## config.mk

```make
export PLATFORM = sky130hd
export DESIGN_NAME = mult_nxn_fast
export DESIGN_NICKNAME = d
export VERILOG_FILES = /design/src/rtl/mult_fast_pkg.sv /design/src/rtl/mult_nxn_fast_fsm.sv /design/src/rtl/mult_nxn_fast.sv
export SDC_FILE = /design/constraint.sdc
export NUM_CORES = 1
export LEC_CHECK = 0
export CAP_MARGIN = 25
export CORE_MARGIN = 2
export CORE_UTILIZATION = 60
export DETAILED_ROUTE_END_ITERATION = 6
export PLACE_DENSITY = 0.91
export SYNTH_ARGS = -nofsm -noshare
export SYNTH_HDL_FRONTEND = slang
export SYNTH_SLANG_ARGS = --single-unit
```

## constraint.sdc

```tcl
create_clock -name clk -period 11.2 [get_ports clk]
set_clock_uncertainty 0.1 [all_clocks]
set_input_delay 1.12 -clock clk [delete_from_list [all_inputs] [get_ports clk]]
set_output_delay 1.12 -clock clk [all_outputs]
set_load 0.02 [all_outputs]
```

## src/rtl/mult_fast_pkg.sv

```systemverilog
// Shared types and helpers for the digit-serial N x N multiplier.
// Digit-index search is bit-based so it folds to constants per CHUNK.
package mult_fast_pkg;

    localparam int DEF_WIDTH = 32;
    localparam int DEF_CHUNK = 8;
    localparam int D         = DEF_WIDTH / DEF_CHUNK;
    localparam int MSD_MAX_W = 256;

    typedef enum logic [1:0] {
        IDLE = 2'd0,
        RUN  = 2'd1,
        FIX  = 2'd2
    } state_t;

    // Index of the highest nonzero chunk-wide digit; 0 for a zero operand.
    function automatic int msd_index(input logic [MSD_MAX_W-1:0] x, input int chunk);
        int idx;
        idx = 0;
        for (int k = 0; k < MSD_MAX_W; k++) begin
            if (x[k]) idx = k / chunk;
        end
        return idx;
    endfunction

endpackage

```

## src/rtl/mult_nxn_fast_fsm.sv

```systemverilog
// Sequencer for the digit-serial multiplier: state, digit counters i/j,
// early-termination compare against na/nb, and datapath strobes.
//
// state | meaning
// IDLE  | waiting for start; done pulses here for one cycle after FIX
// RUN   | one digit pair (i,j) multiplied and accumulated per cycle
// FIX   | optional two's-complement negate of the accumulated magnitude
module mult_nxn_fast_fsm
    import mult_fast_pkg::*;
#(
    parameter int CW = 2
) (
    input  logic          clk,
    input  logic          reset,
    input  logic          start,
    input  logic          zero_op,
    input  logic          neg_in,
    input  logic [CW-1:0] na_in,
    input  logic [CW-1:0] nb_in,
    output logic          clr_prod,
    output logic          upd_prod,
    output logic          neg_prod,
    output logic [CW-1:0] a_sel,
    output logic [CW-1:0] b_sel,
    output logic [CW:0]   shift_sel,
    output logic          busy,
    output logic          done
);

    state_t        state;
    logic [CW-1:0] na;
    logic [CW-1:0] nb;
    logic          neg;

    assign clr_prod  = (state == IDLE) && start;
    assign upd_prod  = (state == RUN);
    assign neg_prod  = (state == FIX) && neg;
    assign shift_sel = {1'b0, a_sel} + {1'b0, b_sel};

    always_ff @(posedge clk or negedge reset) begin
        if (!reset) begin
            state <= IDLE;
            na    <= '0;
            nb    <= '0;
            neg   <= 1'b0;
            a_sel <= '0;
            b_sel <= '0;
            busy  <= 1'b0;
            done  <= 1'b0;
        end else begin
            done <= 1'b0;
            case (state)
                IDLE: begin
                    if (start) begin
                        na    <= na_in;
                        nb    <= nb_in;
                        neg   <= neg_in;
                        a_sel <= '0;
                        b_sel <= '0;
                        busy  <= 1'b1;
                        state <= zero_op ? FIX : RUN;
                    end
                end
                RUN: begin
                    if ((a_sel == na) && (b_sel == nb)) begin
                        state <= FIX;
                    end else if (b_sel == nb) begin
                        b_sel <= '0;
                        a_sel <= a_sel + 1'b1;
                    end else begin
                        b_sel <= b_sel + 1'b1;
                    end
                end
                FIX: begin
                    busy  <= 1'b0;
                    done  <= 1'b1;
                    state <= IDLE;
                end
                default: begin
                    busy  <= 1'b0;
                    state <= IDLE;
                end
            endcase
        end
    end

endmodule

```

## src/rtl/mult_nxn_fast.sv

```systemverilog
// Digit-serial N x N multiplier with early termination on small operands
// and run-time signed/unsigned mode. Datapath lives here; sequencing in the fsm.
module mult_nxn_fast
    import mult_fast_pkg::*;
#(
    parameter int WIDTH = 32,
    parameter int CHUNK = 8
) (
    input  logic               clk,
    input  logic               reset,
    input  logic               start,
    input  logic               signed_mode,
    input  logic [WIDTH-1:0]   a,
    input  logic [WIDTH-1:0]   b,
    output logic               busy,
    output logic               done,
    output logic [2*WIDTH-1:0] product
);

    localparam int NDIG = WIDTH / CHUNK;
    localparam int CW   = (NDIG > 1) ? $clog2(NDIG) : 1;
    localparam int PW   = 2 * WIDTH;
    localparam int SW   = $clog2(PW);
    localparam int PPW  = 2 * CHUNK;

    logic [WIDTH-1:0] abs_a, abs_b;
    logic [WIDTH-1:0] ma, mb;
    logic             neg_in, zero_op;
    logic [CW-1:0]    na_in, nb_in;
    logic [CW-1:0]    a_sel, b_sel;
    logic [CW:0]      shift_sel;
    logic             clr_prod, upd_prod, neg_prod;
    logic [CHUNK-1:0] dig_a, dig_b;
    logic [PPW-1:0]   pp;
    logic [SW-1:0]    shamt;
    logic [PW-1:0]    partial;

    // The most negative value negates to itself, which is its correct unsigned magnitude.
    assign abs_a   = (signed_mode && a[WIDTH-1]) ? (~a + WIDTH'(1)) : a;
    assign abs_b   = (signed_mode && b[WIDTH-1]) ? (~b + WIDTH'(1)) : b;
    assign neg_in  = signed_mode && (a[WIDTH-1] ^ b[WIDTH-1]);
    assign zero_op = (abs_a == '0) || (abs_b == '0);
    assign na_in   = CW'(msd_index(MSD_MAX_W'(abs_a), CHUNK));
    assign nb_in   = CW'(msd_index(MSD_MAX_W'(abs_b), CHUNK));

    assign dig_a   = ma[a_sel*CHUNK +: CHUNK];
    assign dig_b   = mb[b_sel*CHUNK +: CHUNK];
    assign pp      = PPW'(dig_a) * PPW'(dig_b);
    assign shamt   = SW'(shift_sel) * SW'(CHUNK);
    assign partial = PW'(pp) << shamt;

    mult_nxn_fast_fsm #(
        .CW (CW)
    ) u_fsm (
        .clk       (clk),
        .reset     (reset),
        .start     (start),
        .zero_op   (zero_op),
        .neg_in    (neg_in),
        .na_in     (na_in),
        .nb_in     (nb_in),
        .clr_prod  (clr_prod),
        .upd_prod  (upd_prod),
        .neg_prod  (neg_prod),
        .a_sel     (a_sel),
        .b_sel     (b_sel),
        .shift_sel (shift_sel),
        .busy      (busy),
        .done      (done)
    );

    always_ff @(posedge clk or negedge reset) begin
        if (!reset) begin
            ma      <= '0;
            mb      <= '0;
            product <= '0;
        end else if (clr_prod) begin
            ma      <= abs_a;
            mb      <= abs_b;
            product <= '0;
        end else if (upd_prod) begin
            product <= product + partial;
        end else if (neg_prod) begin
            product <= ~product + PW'(1);
        end
    end

endmodule

```

# Word level (Yosys, flattened, before mapping)
# Index checks and enable logic that the tools add are counted.
# word_totals
ram_bits	0
input_bits	68
rom_bits	0
n_memories	0
ff_bits	141
out_inout_bits	66
latch_bits	0
elab_cells	119
# op_classes
n_reduce_logical	17
div	0
bitwise	5
shift	3
multipliers	1
mux	67
eq_ne	8
add_sub_neg	7
order_cmp	0
# op_table
cell	n
64-bit 2-to-1 mux	3
2-bit 2-to-1 mux	53
32-bit by 1-bit adder with 32-bit output (second input constant)	2
64-bit by 1-bit adder with 64-bit output (second input constant)	1
64-bit adder	1
32-bit zero test	2
32-bit 2-to-1 mux	2
32-bit NOT	2
64-bit NOT	1
32-bit by 6-bit indexed part select with 8-bit output	2
16-bit by 6-bit << shifter with 64-bit output	1
8-bit by 8-bit multiplier with 16-bit output	1
2-bit one-hot mux with 2 select lines	3
2-bit != test (second input constant)	4
1-bit logical AND	6
2-bit AND reduction	3
1-bit 2-to-1 mux	5
2-bit by 1-bit adder with 2-bit output (second input constant)	2
2-bit equality test	2
4-bit AND reduction	1
2-bit by 2-bit adder with 3-bit output	1
3-bit AND reduction	1
3-bit nonzero test	1
2-bit by 1-bit equality test with 1-bit output (second input constant)	1
7 further kinds	7

# Logic depth before layout (Yosys ltp)
# logic_depth
word_depth	27
ltp_mapped	33
mapped_depth_nobuf	31

# Hierarchy
# A second synthesis with hierarchy kept.
# hier_totals
cells_unflattened	1972
hier_area_um2	15711.3
# modules_own_cells
module	n_inst	area_each_um2	cells_per_inst
mult_nxn_fast	1	15031.9	1901
mult_nxn_fast_fsm	1	679.4	71

# Least setup slack after synthesis
# Ideal clock, no wire load.
# synth_path
path_type	reg-to-reg
startpoint	register u_fsm.a_sel[0]
endpoint	register product[53]
n_path_buf	1
slack_ns	2.928
stages_incl_launch_ff	29
arrival_time_ns	8.082
cell_sequence	dfrtp_1 -> buf_1 -> mux4_2 -> and2_1 -> fa_1 -> fa_1 -> fa_1 -> inv_1 -> fa_1 -> inv_1 -> ha_1 -> a21o_1 -> a31o_2 -> a211oi_1 -> o21bai_1 -> xor2_1 -> o21ai_0 -> nor2_1 -> ha_1 -> nand3_1 -> or3_1 -> or3b_1 -> a31oi_2 -> o21ai_2 -> o41a_1 -> a21oi_1 -> a31oi_1 -> xor2_1 -> o221ai_1
# synth_via
elab_chain_len	6
# synth_lines
item	line_no	text
from (decl)	mult_nxn_fast_fsm.sv:23	output logic [CW-1:0] a_sel,
from (signal assigned)	mult_nxn_fast_fsm.sv:69	a_sel <= a_sel + 1'b1;
32-bit by 6-bit indexed part select with 8-bit output	mult_nxn_fast.sv:46	assign dig_a = ma[a_sel*CHUNK +: CHUNK];
8-bit by 8-bit multiplier with 16-bit output	mult_nxn_fast.sv:48	assign pp = PPW'(dig_a) * PPW'(dig_b);
16-bit by 6-bit << shifter with 64-bit output *	mult_nxn_fast.sv:50	assign partial = PW'(pp) << shamt;
64-bit adder *	mult_nxn_fast.sv:82	product <= product + partial;
64-bit 2-to-1 mux *	mult_nxn_fast.sv:81	end else if (upd_prod) begin
64-bit 2-to-1 mux *	mult_nxn_fast.sv:77	end else if (clr_prod) begin
to (signal assigned)	mult_nxn_fast.sv:82	
to (signal assigned)	mult_nxn_fast.sv:84	product <= ~product + PW'(1);
to (decl)	mult_nxn_fast.sv:17	output logic [2*WIDTH-1:0] product
# Every way passes the cells marked *; elsewhere a longest branch is shown, timed or not.
# A chain may end at the register's enable or synchronous reset.

# Final worst setup path
# layout_path
startpoint	register u_fsm.a_sel[0]
endpoint	register product[39]
# The elaborated chain is that of the path after synthesis.

==> key figures <==
Clocking
  • Number of buffers between clock root and the deepest sink: 2
  • Number of hold buffers added after CTS: 0
  • Clock tree from TritonCTS: built
  • H-tree depth: 4
  • Worst-Skew Late Latency: 0.45 ns
  • Number of cells upsized or downsized after cts: 0
  • Clock-pin transition on the worst setup and hold timing paths: 0.07 ns
  • Clock sink total: 141
  • Root buffer selected by CTS: sky130_fd_sc_hd__clkbuf_16
  • Clock buffer count from CTS: 17
  • Post-CTS repair timing setup buffer count: 0

Detailed routing
  • Drc violations: 0
  • Total length of routed met3 wires: 3670 um
  • Total routed wirelength: 50700 um
  • Uppermost routed layer: met4
  • Via Count: 16200
  • Routed WL per cell: 20.8 um
  • Detailed-route wire length on metal 1: 19700 um
  • Remaining antenna violation count: 0
  • Average via count per standard cell: 6.64
  • Number of detailed-routing iterations run before antenna repair: 6
  • Initial DRC Count: 1661
  • Routed wire length on met2: 24000 um

Global route
  • Initial antenna violation count: 1
  • First-pass GRT wire length: 80000 um
  • Overall track demand over capacity in global routing: 0.359
  • Vias in the first global route: 15200
  • Global route total overflow: 0
  • Largest net degree at the start of global routing: 132

Floorplan
  • Placeable core area: 25900 um^2
  • DIE HEIGHT: 166 um
  • Die ar.: 27600 um^2
  • Top-level port count: 134
  • Initial Util: 0.608
  • Cell row count: 59
  • Chip width: 166 um

Min path
  • Number of cells traversed by the worst hold path: 2
  • Tightest Hold Check Type: register to register

Critical path
  • Worst Reg2Reg Path Length in Cells: 28
  • Critical path endpoint category: register
  • Endpoint arrival time on the critical path: 9.85 ns
  • Required time of the critical path: 11.41 ns
  • Type of origin of the critical path: register
  • Maximum fanout along the worst path: 14
  • Crit Path Category: register to register
  • Slowest cell delay on critical path: 0.78 ns
  • Slowest cell on the critical path: sky130_fd_sc_hd__dfrtp_1

Layout
  • Share of layout cells above drive strength 1: 0.0476
  • Commonest cells after routing, fill and taps aside: sky130_fd_sc_hd__nand2_1 (241), sky130_fd_sc_hd__o21ai_0 (215), sky130_fd_sc_hd__nor2_1 (174)
  • Final Non-Filler Cells: 2437
  • Multi-input logic area: 11400 um^2
  • Most frequent standard cell in the layout excluding fill and tap cells: sky130_fd_sc_hd__nand2_1
  • Area Growth Syn to Fin: 12.4%
  • Register Area: 3530 um^2
  • Filler cell count in the final layout: 2128
  • Final net count: 2297

Yosys
  • Number of cells produced by synthesis: 2038
  • Flip-flop and latch count after synthesis: 141
  • Top cells by area in the synthesized netlist: sky130_fd_sc_hd__dfrtp_1 (22%), sky130_fd_sc_hd__ha_1 (8.2%), sky130_fd_sc_hd__o21ai_0 (6.8%)
  • Count of yosys warnings during synthesis: 0
  • Cell area after technology mapping: 15700 um^2
  • Flip-flop cell with the highest count after synthesis: sky130_fd_sc_hd__dfrtp_1
  • Area share of the largest cell type after synthesis: 0.224
  • Number of nets in the synthesized netlist: 2247
  • Async set-or-reset flop fraction in the synthesized netlist: 1.00
  • Top cell type by total area after synthesis: sky130_fd_sc_hd__dfrtp_1
  • Sequential area share after synthesis: 0.224
  • Number of synthesized flops with an enable pin: 0
  • Mean cell area of the mapped netlist: 7.73 um^2
  • Synth unique cells: 96

Placement
  • Last weighted congestion value of the routability-driven placer: 1.01
  • Detailed-placement wirelength estimate: 38700 um
  • Number of input and output port buffers inserted: 133
  • Post-Place Cells: 2403

Timing
  • Worst slew margin relative to its limit: 0.297
  • Peak clock frequency supported by timing: 0.104 GHz
  • Number of failing hold endpoints at the final stage: 0
  • Setup repair after global routing missed its margin: false
  • Pin slew with the least headroom to its limit: 1.05 ns
  • Final number of max-transition violations: 0
  • Setup TNS: 0 ns
  • Final period utilization: 0.860
  • Final critical path time including I/O delays and setup: 9.63 ns
  • Total of endpoints with negative setup slack in the final report: 0

Run
  • Number of maximum-capacitance constraint violations: 0

Status
  • Result of the run: finished, final reports clean
stage by stage:
stage	worst slack [ns]	hold slack, ns	utilization	instance area [um^2]
after floorplan	2.93	0.334	-	15700
after global placement	1.93	0.349	0.659	17100
after detailed placement	1.72	0.365	0.659	17100
after CTS	1.67	0.380	0.682	17700
after global routing	1.17	0.413	0.683	17700
final	1.57	0.378	0.683	17700
synth_stat cells, drive strengths merged (5+ instances only):
| library cell | count |
|---|---|
| o211ai | 15 |
| nand3 | 50 |
| buf | 14 |
| nor3 | 76 |
| and3 | 17 |
| clkbuf | 97 |
| nand2 | 242 |
| a21oi | 139 |
| and2 | 64 |
| or3 | 32 |
| o41ai | 7 |
| o21ai | 224 |
| a21boi | 5 |
| nor2 | 177 |
| a311oi | 5 |
| ha | 103 |
| mux4 | 16 |
| a21o | 47 |
| dfrtp | 141 |
| xor2 | 59 |
| inv | 79 |
| or4 | 6 |
| o21a | 16 |
| o22ai | 12 |
| o31ai | 18 |
| a211oi | 13 |
| a22oi | 21 |
| nor4 | 20 |
| a31oi | 15 |
| or2 | 7 |
| nand2b | 17 |
| a32o | 5 |
| xnor2 | 73 |
| nor3b | 5 |
| o221ai | 14 |
| fa | 38 |
| nor4b | 5 |
| o21bai | 17 |
| o32ai | 9 |
| nand4 | 34 |
| nor2b | 22 |
critical path: cells and delay by family (launching register included):
kind,cells,cell delay (ns)
AO/OA/AOI/OAI,12,3.59
adder cells (fa/ha/maj),6,2.53
AND/OR/NAND/NOR,5,1.26
flip-flops,1,0.78
multiplexers,1,0.71
XOR/XNOR,2,0.43
buffers and inverters,2,0.09
cell families after synthesis:
kind of cell | count (synthesis) | share of synthesized area
XOR/XNOR | 132 | 0.0734
multiplexers | 23 | 0.0277
flip-flops | 141 | 0.224
AND/OR/NAND/NOR | 791 | 0.249
adder cells (fa/ha/maj) | 141 | 0.130
buffers and inverters | 191 | 0.0511
AO/OA/AOI/OAI | 619 | 0.244
layer usage:
metal	vias to the layer above	global-route usage
li1	7486	-
met3	211	0.0462
met1	7593	0.445
met2	885	0.599
met4	0	0.220
met5	-	0
worst paths after layout:
| kind | from | endpoint | slack [ns] |
|---|---|---|---|
| max | u_fsm.a_sel[0] | product[39] | 1.57 |
| min reg2reg | mb[20] | mb[20] | 0.38 |
| max in group asynchronous | reset | product[30] | 9.05 |
| min | mb[20] | mb[20] | 0.38 |
| min in group asynchronous | reset | product[20] | 0.64 |
| max reg2reg | u_fsm.a_sel[0] | product[39] | 1.57 |
final cells by class:
class / count / share of cell area
Antenna cell: 1 / 0.000141
Clock buffer: 18 / 0.0243
Clock inverter: 14 / 0.00863
Inverter: 79 / 0.0168
Multi-Input combinational cell: 1706 / 0.646
Sequential cell: 141 / 0.199
Tap cell: 335 / 0.0237
Timing Repair Buffer: 143 / 0.0807
flip-flops by register name, summed over array words and instances (netlist names):
register,flops
product,64
ma,32
mb,32
u_fsm.a_sel,2
u_fsm.b_sel,2
u_fsm.na,2
u_fsm.nb,2
u_fsm.state,2
u_fsm.busy,1
u_fsm.done,1
u_fsm.neg,1
Power is not shown: default switching activity piles up to over one toggle a cycle in this logic, so the estimate is an artifact.
